[src/rtl/maze_ctrl.sv]
// maze_ctrl: sequencing FSM for the maze-walker datapath.
//
// Runs a depth-first search over a 16x16 maze memory. The datapath holds the
// current {x,y} location, a +/-1 adder producing the candidate neighbour
// (nxtLoc) and a location stack. This block steers that datapath, marks
// visited cells in the maze memory, and reports done (goal reached) or fail
// (stack exhausted with no unexplored neighbour).
//
// Optional feature: define MAZE_CTRL_STEP_CNT_EN to add a 16-bit saturating
// "steps" output counting forward moves plus backtracking pops.

module maze_ctrl #(
  parameter logic [7:0] GOAL = 8'hFF
) (
  input  logic        clk,
  input  logic        rst,
  input  logic        start,
  input  logic        cntReach,
  input  logic        empStck,
  input  logic [7:0]  curLoc,
  input  logic [7:0]  nxtLoc,
  input  logic        memDout,
  output logic        dpRst,
  output logic        rgLd,
  output logic [1:0]  dir,
  output logic        push,
  output logic        pop,
  output logic        adderEn,
  output logic [7:0]  memAdr,
  output logic        memRdEn,
  output logic        memWr,
  output logic        done,
  output logic        fail,
  output logic        busy
`ifdef MAZE_CTRL_STEP_CNT_EN
  ,
  output logic [15:0] steps
`endif
);

  localparam logic [2:0] S_IDLE  = 3'd0;
  localparam logic [2:0] S_INIT  = 3'd1;
  localparam logic [2:0] S_CHECK = 3'd2;
  localparam logic [2:0] S_READ  = 3'd3;
  localparam logic [2:0] S_MOVE  = 3'd4;
  localparam logic [2:0] S_BACK  = 3'd5;
  localparam logic [2:0] S_DONE  = 3'd6;
  localparam logic [2:0] S_FAIL  = 3'd7;

  logic [2:0] state;
  logic [2:0] state_nxt;
  logic [1:0] dir_nxt;

  // "Advance direction" outcome, shared by CHECK (boundary) and READ (blocked).
  logic [2:0] adv_state;
  logic [1:0] adv_dir;

  // Try the next direction, or backtrack once all four have been tried.
  always_comb begin
    if (dir == 2'b11) begin
      adv_state = S_BACK;
      adv_dir   = dir;
    end else begin
      adv_state = S_CHECK;
      adv_dir   = dir + 2'd1;
    end
  end

  // State and direction registers; reset aborts any search in progress.
  always_ff @(posedge clk or negedge rst) begin
    // NOTE: sequential state uses non-blocking assignments so every register
    // samples the pre-edge values, independent of statement order.
    if (!rst) begin
      state <= S_IDLE;
      dir   <= 2'b00;
    end else begin
      state <= state_nxt;
      dir   <= dir_nxt;
    end
  end

  // Next-state logic and per-state datapath / memory controls.
  always_comb begin
    // NOTE: every output and next-value gets a default first, so no path
    // through the case can leave a signal unassigned and infer a latch.
    state_nxt = state;
    dir_nxt   = dir;
    dpRst     = 1'b0;
    rgLd      = 1'b0;
    push      = 1'b0;
    pop       = 1'b0;
    adderEn   = 1'b0;
    memAdr    = 8'h00;
    memRdEn   = 1'b0;
    memWr     = 1'b0;
    done      = 1'b0;
    fail      = 1'b0;

    case (state)
      S_IDLE: begin
        if (start) state_nxt = S_INIT;
      end

      // Clear the datapath (location back to 00) and mark the start cell.
      S_INIT: begin
        dpRst     = 1'b1;
        memAdr    = 8'h00;
        memWr     = 1'b1;
        dir_nxt   = 2'b00;
        state_nxt = S_CHECK;
      end

      // Goal test, then either skip a wrapping direction or read the cell.
      S_CHECK: begin
        if (curLoc == GOAL) begin
          state_nxt = S_DONE;
        end else if (cntReach) begin
          state_nxt = adv_state;
          dir_nxt   = adv_dir;
        end else begin
          adderEn   = 1'b1;
          memAdr    = nxtLoc;
          memRdEn   = 1'b1;
          state_nxt = S_READ;
        end
      end

      // Read data arrives this cycle; keep the address stable.
      S_READ: begin
        adderEn = 1'b1;
        memAdr  = nxtLoc;
        if (!memDout) begin
          state_nxt = S_MOVE;
        end else begin
          state_nxt = adv_state;
          dir_nxt   = adv_dir;
        end
      end

      // Step forward: push the old cell, load and mark the new one together.
      S_MOVE: begin
        adderEn   = 1'b1;
        push      = 1'b1;
        rgLd      = 1'b1;
        memWr     = 1'b1;
        memAdr    = nxtLoc;
        dir_nxt   = 2'b00;
        state_nxt = S_CHECK;
      end

      // Dead end: pop back to the previous cell and rescan it from dir 00.
      S_BACK: begin
        if (empStck) begin
          state_nxt = S_FAIL;
        end else begin
          pop       = 1'b1;
          rgLd      = 1'b1;
          dir_nxt   = 2'b00;
          state_nxt = S_CHECK;
        end
      end

      S_DONE: begin
        done = 1'b1;
        if (start) state_nxt = S_INIT;
      end

      S_FAIL: begin
        fail = 1'b1;
        if (start) state_nxt = S_INIT;
      end

      default: begin
        state_nxt = S_IDLE;
      end
    endcase
  end

  // Busy covers every searching state.
  always_comb begin
    busy = !((state == S_IDLE) || (state == S_DONE) || (state == S_FAIL));
  end

`ifdef MAZE_CTRL_STEP_CNT_EN
  logic step_evt;

  // A step is a forward move or a successful backtrack pop.
  always_comb begin
    step_evt = (state == S_MOVE) || ((state == S_BACK) && !empStck);
  end

  // Saturating step counter, cleared at the start of each run.
  always_ff @(posedge clk or negedge rst) begin
    if (!rst) begin
      steps <= 16'h0000;
    end else if (state == S_INIT) begin
      steps <= 16'h0000;
    end else if (step_evt && (steps != 16'hFFFF)) begin
      steps <= steps + 16'd1;
    end
  end
`endif

endmodule

[config.mk]
export PLATFORM = sky130hd
export DESIGN_NAME = maze_ctrl
export DESIGN_NICKNAME = d
export VERILOG_FILES = /design/src/rtl/maze_ctrl.sv
export SDC_FILE = /design/constraint.sdc
export NUM_CORES = 1
export LEC_CHECK = 0
export ABC_AREA = 1
export CELL_PAD_IN_SITES_DETAIL_PLACEMENT = 1
export CELL_PAD_IN_SITES_GLOBAL_PLACEMENT = 1
export CORE_ASPECT_RATIO = 0.7
export CORE_MARGIN = 5
export CORE_UTILIZATION = 25
export CTS_BUF_LIST = sky130_fd_sc_hd__clkbuf_2
export DETAILED_ROUTE_END_ITERATION = 16
export GPL_TIMING_DRIVEN = 0
export PLACE_DENSITY = 0.89
export SLEW_MARGIN = 20
export SYNTH_ARGS = -nofsm -noshare
export SYNTH_HDL_FRONTEND = slang
export SYNTH_SLANG_ARGS = --single-unit
export TNS_END_PERCENT = 1
[constraint.sdc]
create_clock -name clk -period 3.5 [get_ports clk]
set_input_delay 0.7 -clock clk [delete_from_list [all_inputs] [get_ports clk]]
set_output_delay 0.7 -clock clk [all_outputs]
set_load 0.005 [all_outputs]
# ---- Word level (Yosys, flattened, before mapping)
# Cells that the tools add are included.
dict set report totals {
  mem_count 0
  output_inout_bits 20
  elab_cells 54
  romBits 0
  register_bits 5
  mem_bits_rw 0
  latchBits 0
}
dict set report op_classes {
  bitwise 0
  n_mul 0
  magnitude_cmp 0
  n_reduce_logical 9
  shift 0
  add_sub_neg 1
  muxes 28
  div_mod_pow 0
  n_eq_ne 14
}
# operator count
set ops {}
lappend ops {{3-bit 2-to-1 mux} 6}
lappend ops {{8-bit 2-to-1 mux} 2}
lappend ops {{8-bit one-hot mux with 2 select lines} 1}
lappend ops {{3-bit one-hot mux with 5 select lines} 1}
lappend ops {{3-bit equality test (second input constant)} 4}
lappend ops {{1-bit 2-to-1 mux} 10}
lappend ops {{2-bit 2-to-1 mux} 5}
lappend ops {{8-bit equality test (second input constant)} 1}
lappend ops {{2-bit inequality test (second input constant)} 4}
lappend ops {{2-bit one-hot mux with 4 select lines} 1}
lappend ops {{3-bit by 2-bit equality test with 1-bit output (second input constant)} 2}
lappend ops {{5-bit AND reduction} 1}
lappend ops {{1-bit one-hot mux with 2 select lines} 2}
lappend ops {{4-bit nonzero test} 1}
lappend ops {{2-bit OR reduction} 2}
lappend ops {{3-bit by 1-bit equality test with 1-bit output (second input constant)} 1}
lappend ops {{3-bit zero test} 1}
lappend ops {{3-bit OR reduction} 1}
lappend ops {{2-bit by 1-bit adder with 2-bit output (second input constant)} 1}
lappend ops {{2-bit equality test (second input constant)} 1}
lappend ops {{1-bit logical OR} 2}
lappend ops {{2-bit by 1-bit inequality test with 1-bit output (second input constant)} 1}
lappend ops {{1-bit zero test} 1}

# ---- Depth between registers and ports, before layout
# Gate-level depths: netlist of the first run.
dict set report depth {
  word_depth 5
  ltp_mapped 8
  depth_no_buf 7
}

# ---- Worst setup path after synthesis of the first run
# OpenSTA, ideal clock, no wires.
dict set report synth_path {
  path_kind {input to output}
  from {input port curLoc[7]}
  to {output port memAdr[0]}
  path_slack_ps 1497
  cell_stages 7
  arrival_ps 1303
  cell_sequence {nand2_1 > nor2_1 > nand2_1 > nand2_2 > inv_2 > nor2_8 > nor2_2}
}
dict set report synth_between {
  elab_chain_cells 3
}
# item line
set synth_lines {}
lappend synth_lines {{start: declaration} 20} ;# input logic [7:0] curLoc,
lappend synth_lines {{8-bit equality test} 115} ;# if (curLoc == GOAL) begin
lappend synth_lines {{8-bit 2-to-1 mux} 115}
lappend synth_lines {{8-bit one-hot mux with 2 select lines} 99} ;# case (state)
lappend synth_lines {{end: declaration} 29} ;# output logic [7:0] memAdr,
# No other way between the ends.

# ---- Worst setup path in the final report of the first run
dict set report layout_path {
  from {input port curLoc[3]}
  to {output port memAdr[7]}
}
# The elaborated chain is that of the path after synthesis.

==> results.cfg, run 1 <==
[status]
status = completed

[finish]
fin_util = 0.452
area_growth_pct = 75.1
drive_above_1_share = 0.208
final_cells = 183
finish.instance_area_um2 = 1100
diodes = 0
nNetsFinal = 173

[synth]
synth.area.top_cells = dfrtp_1 20%, nand2_1 14%, inv_1 11%
synth_top_cells_by_count = 23 x nand2_1, 18 x inv_1, 11 x nor2_1
ys_types = 21
yosysWarningCount = 0
netlist_instances = 104
async_flop_share = 1.00
yosys_most_used_dff = dfrtp_1
syn_nets = 127
synth_edf_count = 0
synth_area_um2 = 629
yosysTopAreaCell = dfrtp_1
ys_seq_elements = 5
ys_seq_area_frac = 0.199
yosysTopAreaCellShare = 0.199
avgSynthCellArea_um2 = 6.05
synth_most_common_cell = nand2_1

[pwr]
p_leak_uw = 0.000552
total_power_uw = 803
ir_drop_mv = 0.334
cellPowerDensity_nw_per_um2 = 729

[clocking]
clk_pin_slew_ns = 0.05
cts_setup_buffers = 0
clk_latency_ns = 0.22
ctsHoldBuffers = 0
cts_resized = 0
cts_num_sinks = 5
htreeDepth = 1
cts_tree = built
clockBufferDepth = 2
cts_made_buffers = 3
ctsRootBufferMaster = clkbuf_2

[worst_setup_path]
start_kind = primary input
path_delay_family = buffers and inverters
worst-path-buf-inv = 3
cpPeakStageDelay_ns = 0.47
worst-path-max-fanout = 9
crit_slowest_cell = clkdlybuf4s50_1
crit_chain = clkdlybuf4s50_1, nand2_1, nor2_1, nand2_1, nand2_2, inv_2, nor2_8, nor2_2, clkdlybuf4s50_1
rr_startpoint = dir[0]
cp-end-kind = primary output
critPathLaunch = curLoc[3]
criticalPathCategory = in2out
required_ns = 2.80
worstPathArrival_ns = 2.31

[sta]
rsz0062_at_grt = no
finalCritPeriodShare = 0.860
finalHoldViolCount = 0
setup_viol = 0
min_period_ns = 3.01
relSlewSlack = 0.743
skew_ns = 0.00250
final-max-slew-violation-count = 0
tightest_slew_ns = 0.383
timing.fmax_mhz = 332
setup_tns_ns = 0

[grt]
grt_overflow_total = 0
grt_max_degree = 11
track_usage = 0.131
grt_antenna_before_repair = 0
grt_pass1_vias = 881
grt_pass1_wl_um = 3860

[floorplan]
io_pins = 42
die-area_um2 = 3640
fp.dieH_um = 52.0
coreArea_um2 = 2440
rows = 15
die_w_um = 70.0
start_util = 0.258

[place]
place_congestion = 0.861
place_hpwl_um = 2110
dp.cells = 179
dpl_cell_area_um2 = 1080
io_buffers = 41

[routing]
drt_iter0_markers = 9
drc = 0
totalWireLength_um = 2360
via_count = 790
avgRoutedWirePerCell_um = 12.9
dr.pass1.iters = 4
via_per_inst = 4.32
ant_nets = 0

[hold_path]
worstHoldStart = dir[1]
hp-class = reg2reg

[job]
max-cap-violations = 0
==> worst register-to-register path: cells and delay by family, from the launching register on <==
| family | cells | cell delay (ns) |
|---|---|---|
| AO/OA/AOI/OAI | 1 | 0.20 |
| flip-flops | 1 | 0.41 |
| adder cells (fa/ha/maj) | 1 | 0.25 |
| AND/OR/NAND/NOR | 4 | 0.32 |
| buffers and inverters | 1 | 0.10 |
==> logic make-up (layout without fill, tap and decap cells) <==
kind of cell | after synthesis | after routing | synth area share
simple gates | 65 | 65 | 0.529
buf+inv | 25 | 70 | 0.173
compound gates | 8 | 8 | 0.0795
flops | 5 | 5 | 0.199
fa+ha+maj | 1 | 1 | 0.0199
==> layout make-up <==
type | count | area [um2]
flip-flops and latches | 5 | 125
well taps | 34 | 42.5
clock buffers | 4 | 20.0
repair buffers | 41 | 410
fillers | 340 | 1340
plain buffers | 2 | 22.5
inverters | 23 | 86.3
multi-input cells | 74 | 395
==> worst paths after layout <==
check / end / slack, ns / cells past startpoint
setup / recovery: memAdr[7] / 0.49 / 9
hold / removal: dir[1] / 0.54 / 2
setup reg to reg: dir[1] / 2.11 / 7
min in group asynchronous: state[0] / 0.70 / 1
hold reg to reg: dir[1] / 0.54 / 2
max in group asynchronous: dir[0] / 2.61 / 1
==> routing by layer <==
metal / GRT usage / vias to the layer above / share of wire
met4: 0.0605 / 0 / 0.0064
met3: 0.0154 / 2 / 0.022
met2: 0.257 / 14 / 0.56
li1: - / 409 / -
met5: 0 / - / 0
met1: 0.143 / 365 / 0.42
==> cells in the final DEF, fill, tap and decap left out <==
cell / n
clkdlybuf4s50_1: 41
nor2_8: 1
nor3_2: 1
dfrtp_1: 5
nand3_2: 2
nor2_1: 11
a21oi_2: 1
o21ai_2: 1
nand2_1: 23
o211ai_1: 1
nand4_1: 2
clkbuf_2: 4
nor2_2: 10
buf_6: 2
inv_1: 18
nand3_1: 10
inv_2: 5
nor3_1: 1
ha_1: 1
nand2_2: 4
a21oi_1: 3
o21ai_1: 1
o21ai_0: 1
==> stage by stage <==
stage                     setup WS (ns)  hold slack [ns]
after floorplan                    1.50            0.404
after global placement            0.515            0.506
after detailed placement          0.463            0.529
after CTS                         0.465            0.543
after global routing              0.324            0.584
final                             0.491            0.537
==> state kept, by name, summed over array words and instances, names as in the netlist <==
signal,count
state,3
dir,2
==> report_power, final <==
group	total [uW]	internal, uW	switching [uW]
clock	52.8	30.2	22.6
combinational	635	306	329
sequential	116	86.4	29.6
total	803	422	381
Power figures use the tool's default switching activity.
==> inputs of run 2 (changes only) <==
Settings changed: ABC_AREA 1 to not set, CORE_UTILIZATION 25 to 24, PLACE_DENSITY 0.89 to 0.86.
==> run 2 against run 1 <==
Critical endpoint is now memAdr[0]; largest power group unchanged; sequential power about the same; die area down 4.5%; sequential cell count unchanged; clock skew up 0.0072 ns; critical path depth down 1; clock power up 6.4%.
==> results.cfg, run 2 <==
[grt]
grt_pass1_wl_um = 3950
grt_pass1_vias = 820
grt_antenna_before_repair = 0
grt_max_degree = 11
track_usage = 0.150
grt_overflow_total = 0

[worst_setup_path]
rr_startpoint = state[0]
start_kind = primary input
worst-path-max-fanout = 9
worstPathArrival_ns = 2.61
cp-end-kind = primary output
required_ns = 2.80
criticalPathCategory = in2out
reg2regPathDepth = 5
critPathLaunch = curLoc[6]

[place]
place_hpwl_um = 2080
place_congestion = 0.885
dp.cells = 150
place_ws_ns = 0.206
io_buffers = 41

[clocking]
clockBufferDepth = 2
cts_made_buffers = 3
ctsHoldBuffers = 0
clk_pin_slew_ns = 0.06
cts_tree = built
clk_latency_ns = 0.23
cts_num_sinks = 5
cts_resized = 0
htreeDepth = 1
cts_setup_buffers = 0
ctsRootBufferMaster = clkbuf_2

[sta]
tightest_slew_ns = 0.299
relSlewSlack = 0.798
finalHoldViolCount = 0
final-max-slew-violation-count = 0
hold_slack_ns = 0.571
skew_ns = 0.00972
rsz0062_at_grt = no
setup_ws_ns = 0.186
finalCritPeriodShare = 0.947
timing.fmax_mhz = 302
min_period_ns = 3.31
setup_viol = 0
setup_tns_ns = 0

[synth]
synth_most_common_cell = and2_4
yosysTopAreaCell = dfrtp_1
ys_seq_area_frac = 0.219
synth_top_cells_by_count = 8 x and2_4, 7 x nor2_1, 6 x inv_1, 6 x nand2_1, 5 x dfrtp_1
synth_area_um2 = 572
yosys_most_used_dff = dfrtp_1
ys_seq_elements = 5
yosysWarningCount = 0
async_flop_share = 1.00
netlist_instances = 77
synth_edf_count = 0
yosysTopAreaCellShare = 0.219
syn_nets = 100
synth.area.top_cells = dfrtp_1 22%, and2_4 12%, nor2_1 4.6%
avgSynthCellArea_um2 = 7.43
ys_types = 34

[finish]
drive_above_1_share = 0.172
top_register = state
layout_common_cells = 41 x clkdlybuf4s50_1, 8 x and2_4, 7 x nor2_1, 6 x nand2_1, 6 x inv_1
final_common_cell = clkdlybuf4s50_1
diodes = 0
nNetsFinal = 146
largest_register_ff_count = 3
n_fill_cell = 294
final_cells = 154
area_growth_pct = 82.3
reg_top3 = state: 3 flops, dir: 2 flops

[routing]
ant_nets = 0
drt_iter0_markers = 27
dr.pass1.iters = 4
avgRoutedWirePerCell_um = 16.1
drc = 0
totalWireLength_um = 2470
via_count = 756
via_per_inst = 4.91

[floorplan]
io_pins = 42
start_util = 0.259
die_w_um = 68.3
coreArea_um2 = 2210
fp.dieH_um = 50.8
die-area_um2 = 3470
rows = 14

[pwr]
p_leak_uw = 0.000429
p_comb_frac = 0.789
switching_power_uw = 348
clkPwrFrac = 0.069
pwr-share-seq = 0.142
switching_share = 0.427
total_power_uw = 816
cellPowerDensity_nw_per_um2 = 783
ir_drop_mv = 0.345
p_int_uw = 468

[job]
max-cap-violations = 0

[hold_path]
worstHoldStart = dir[1]
hp-class = reg2reg
holdPathStages = 2

[status]
status = completed
## run 2: path summary, 6_finish.rpt
kind | endpoint | slack [ns]
min in group asynchronous | state[0] | 0.68
max reg2reg | dir[0] | 2.01
max | memAdr[0] | 0.19
max in group asynchronous | state[2] | 2.61
min | dir[1] | 0.57
min reg2reg | dir[1] | 0.57
## run 2: metrics by stage
| stage | area [um2] | utilization |
|---|---|---|
| 6_report | 1040 | 0.472 |
| 5_1_grt | 1040 | 0.472 |
| 2_1_floorplan | 572 | - |
| 4_1_cts | 1040 | 0.472 |
| 3_3_place_gp | 1020 | 0.463 |
| 3_5_place_dp | 1020 | 0.463 |
## run 2: critical path, stage by stage
cell and delay [ns]:
clkdlybuf4s50_1 0.45, nand4_1 0.11, o21ai_1 0.25, a21oi_1 0.11, or2_1 0.25, buf_6 0.14, and2_4 0.15, clkdlybuf4s50_1 0.45
## run 2: power by group through the flow
stage	Clock [uW]	Combinational, uW	Sequential [uW]
2_1_floorplan	0	358	110
3_3_place_gp	0	610	113
3_5_place_dp	0	641	116
4_1_cts	56.9	645	115
5_1_grt	61.1	702	119
6_report	56.2	644	116
## run 2: final cells by class
cell class | instances | area, um2 | area share
Buffer | 5 | 36.3 | 0.0348
Clock buffer | 4 | 20.0 | 0.0192
Inverter | 7 | 26.3 | 0.0252
Multi-Input combinational cell | 60 | 384 | 0.369
Sequential cell | 5 | 125 | 0.120
Tap cell | 32 | 40.0 | 0.0384
Timing Repair Buffer | 41 | 410 | 0.394
## run 2: cells by family (layout without fill, tap and decap cells)
kind of cell | Yosys count | in the layout | share of synthesized area
adder cells (fa/ha/maj) | 1 | 1 | 0.0219
flip-flops | 5 | 5 | 0.219
AND/OR/NAND/NOR | 35 | 35 | 0.359
multiplexers | 2 | 2 | 0.0350
buffers and inverters | 12 | 57 | 0.109
AO/OA/AOI/OAI | 22 | 22 | 0.256
## run 2: routing by layer
layer / wire length (um) / global-route usage / part of all wire
met1: 1110 / 0.190 / 0.45
met2: 1240 / 0.254 / 0.50
met3: 116 / 0.0395 / 0.047
met4: 14 / 0.0363 / 0.0057
met5: 0 / 0 / 0
==> inputs of run 3 (changes only) <==
Settings changed: CORE_MARGIN 5 to not set, CORE_UTILIZATION 24 to 23, PLACE_DENSITY 0.86 to 0.83.
Clock period 3.5 ns to 3.1 ns, I/O delays scaled along.
==> run 3 against run 2 <==
Critical path depth fell by 1; sequential power up 11%; non-clock buffer count is 1 higher; hold slack worse by 0.021 ns; largest power group unchanged; worst setup slack got worse by 0.011 ns; core utilization up 0.66 points; highest routed layer is now met3; via count shrank 4.8%; critical endpoint is now adderEn; largest cell class unchanged.
==> results.cfg, run 3 (synthesized netlist as in run 2, its figures left out) <==
[routing]
via_count = 720
drt_iter0_markers = 29
drc = 0
ant_nets = 0
dr.pass1.iters = 4
via_per_inst = 4.65
totalWireLength_um = 2260
avgRoutedWirePerCell_um = 14.6

[hold_path]
holdPathStages = 2
hp-class = reg2reg
worstHoldStart = dir[1]

[pwr]
pwr-share-seq = 0.145
ir_drop_mv = 0.381
cellPowerDensity_nw_per_um2 = 831
p_int_uw = 517
p_leak_uw = 0.000556
switching_power_uw = 376
clkPwrFrac = 0.071
p_comb_frac = 0.784
switching_share = 0.421

[worst_setup_path]
cp_common_cell = clkdlybuf4s50_1
required_ns = 2.48
rr_startpoint = dir[0]
crit_slowest_cell = clkdlybuf4s50_1
crit_end = adderEn
worstPathArrival_ns = 2.31
criticalPathCategory = in2out
cp-end-kind = primary output
r2r_slack_ns = 1.64
crit_chain = clkdlybuf4s50_1, nand4_2, o21ai_2, a21oi_1, or2_1, buf_6, clkdlybuf4s50_1
start_kind = primary input
reg2regPathDepth = 5
cpPeakStageDelay_ns = 0.47
worst-path-max-fanout = 9
r2r-end = dir[0]
critPathLaunch = curLoc[3]

[place]
dp.cells = 150
place_congestion = 0.813
dpl_cell_area_um2 = 1020
place_ws_ns = -0.0296
io_buffers = 41
place_hpwl_um = 1880

[clocking]
cts_tree = built
clockBufferDepth = 2
ctsRootBufferMaster = clkbuf_2
clk_latency_ns = 0.23
cts_num_sinks = 5
htreeDepth = 1
clk_pin_slew_ns = 0.06
cts_made_buffers = 3

[sta]
relSlewSlack = 0.740
finalHoldViolCount = 0
min_period_ns = 2.93
setup_viol = 0
finalCritPeriodShare = 0.944
tightest_slew_ns = 0.385
setup_tns_ns = 0
final-max-slew-violation-count = 0
rsz0062_at_grt = no
hold_slack_ns = 0.550
timing.fmax_mhz = 342
skew_ns = 0.00399
setup_ws_ns = 0.175

[finish]
area_growth_pct = 87.7
layout_common_cells = 33 x clkdlybuf4s50_1, 8 x and2_4, 8 x dlymetal6s2s_1, 7 x nor2_1
seq_area_um2 = 125
reg_top3 = state: 3 flops, dir: 2 flops
final_cells = 155
nNetsFinal = 147
diodes = 0
n_fill_cell = 306
top_register = state
largest_register_ff_count = 3
finish.instance_area_um2 = 1070
multi_input_area_um2 = 388
drive_above_1_share = 0.187
final_common_cell = clkdlybuf4s50_1

[grt]
grt_max_degree = 11
grt_overflow_total = 0
grt_pass1_vias = 749
grt_pass1_wl_um = 3640
grt_antenna_before_repair = 0
track_usage = 0.189

[floorplan]
coreArea_um2 = 2240
rows = 14
io_pins = 42
die-area_um2 = 2690
fp.dieH_um = 43.7
die_w_um = 61.6
start_util = 0.255

[job]
max-cap-violations = 0

[status]
status = completed
==> run 3: cell types whose count changed in the layout (fill, tap and decap cells not counted) <==
cell             change
clkdlybuf4s50_1      -8
o21ai_2              +1
buf_4                +1
dlymetal6s2s_1       +8
o21ai_1              -1
==> run 3: power by group through the flow <==
stage	Combinational, uW	Sequential (uW)	Clock, uW
after floorplan	404	124	0
after global placement	683	127	0
after detailed placement	709	130	0
after CTS	715	129	66.7
after global routing	769	133	70.3
final	699	129	63.4
==> run 3: layout make-up <==
class	count	area share
plain buffers	5	0.0338
multi-input cells	60	0.361
repair buffers	42	0.408
flip-flops and latches	5	0.117
inverters	7	0.0245
clock buffers	4	0.0186
well taps	32	0.0373
==> run 3: metrics by stage <==
stage | utilization | total power, uW
6_report | 0.479 | 892
5_1_grt | 0.479 | 972
4_1_cts | 0.470 | 911
3_5_place_dp | 0.456 | 839
3_3_place_gp | 0.456 | 810
2_1_floorplan | - | 528
==> run 3: per-layer routing <==
| layer | wire length, um | GRT usage |
|---|---|---|
| met3 | 133 | 0.0567 |
| met5 | 0 | 0 |
| met1 | 1010 | 0.252 |
| met2 | 1120 | 0.310 |
| met4 | 0 | 0.0267 |
==> run 3: worst max-delay path, delay by kind of cell <==
family	cells	cell delay (ns)
simple gates	2	0.36
buf+inv	3	1.05
compound gates	2	0.27
==> run 3: worst min path at each step <==
stage,endpoint
finish,dir[1]
global route,dir[1]
CTS,dir[1]
detailed placement,dir[1]
global placement,dir[1]
floorplan,dir[0]
==> run 3: what timing repair did <==
item	CTS	global route
pin swaps	1	0
setup endpoints to repair	8	8
setup buffers	1	0
hold endpoints to repair	0	0
hold buffers	0	0
gates resized for setup	1	8
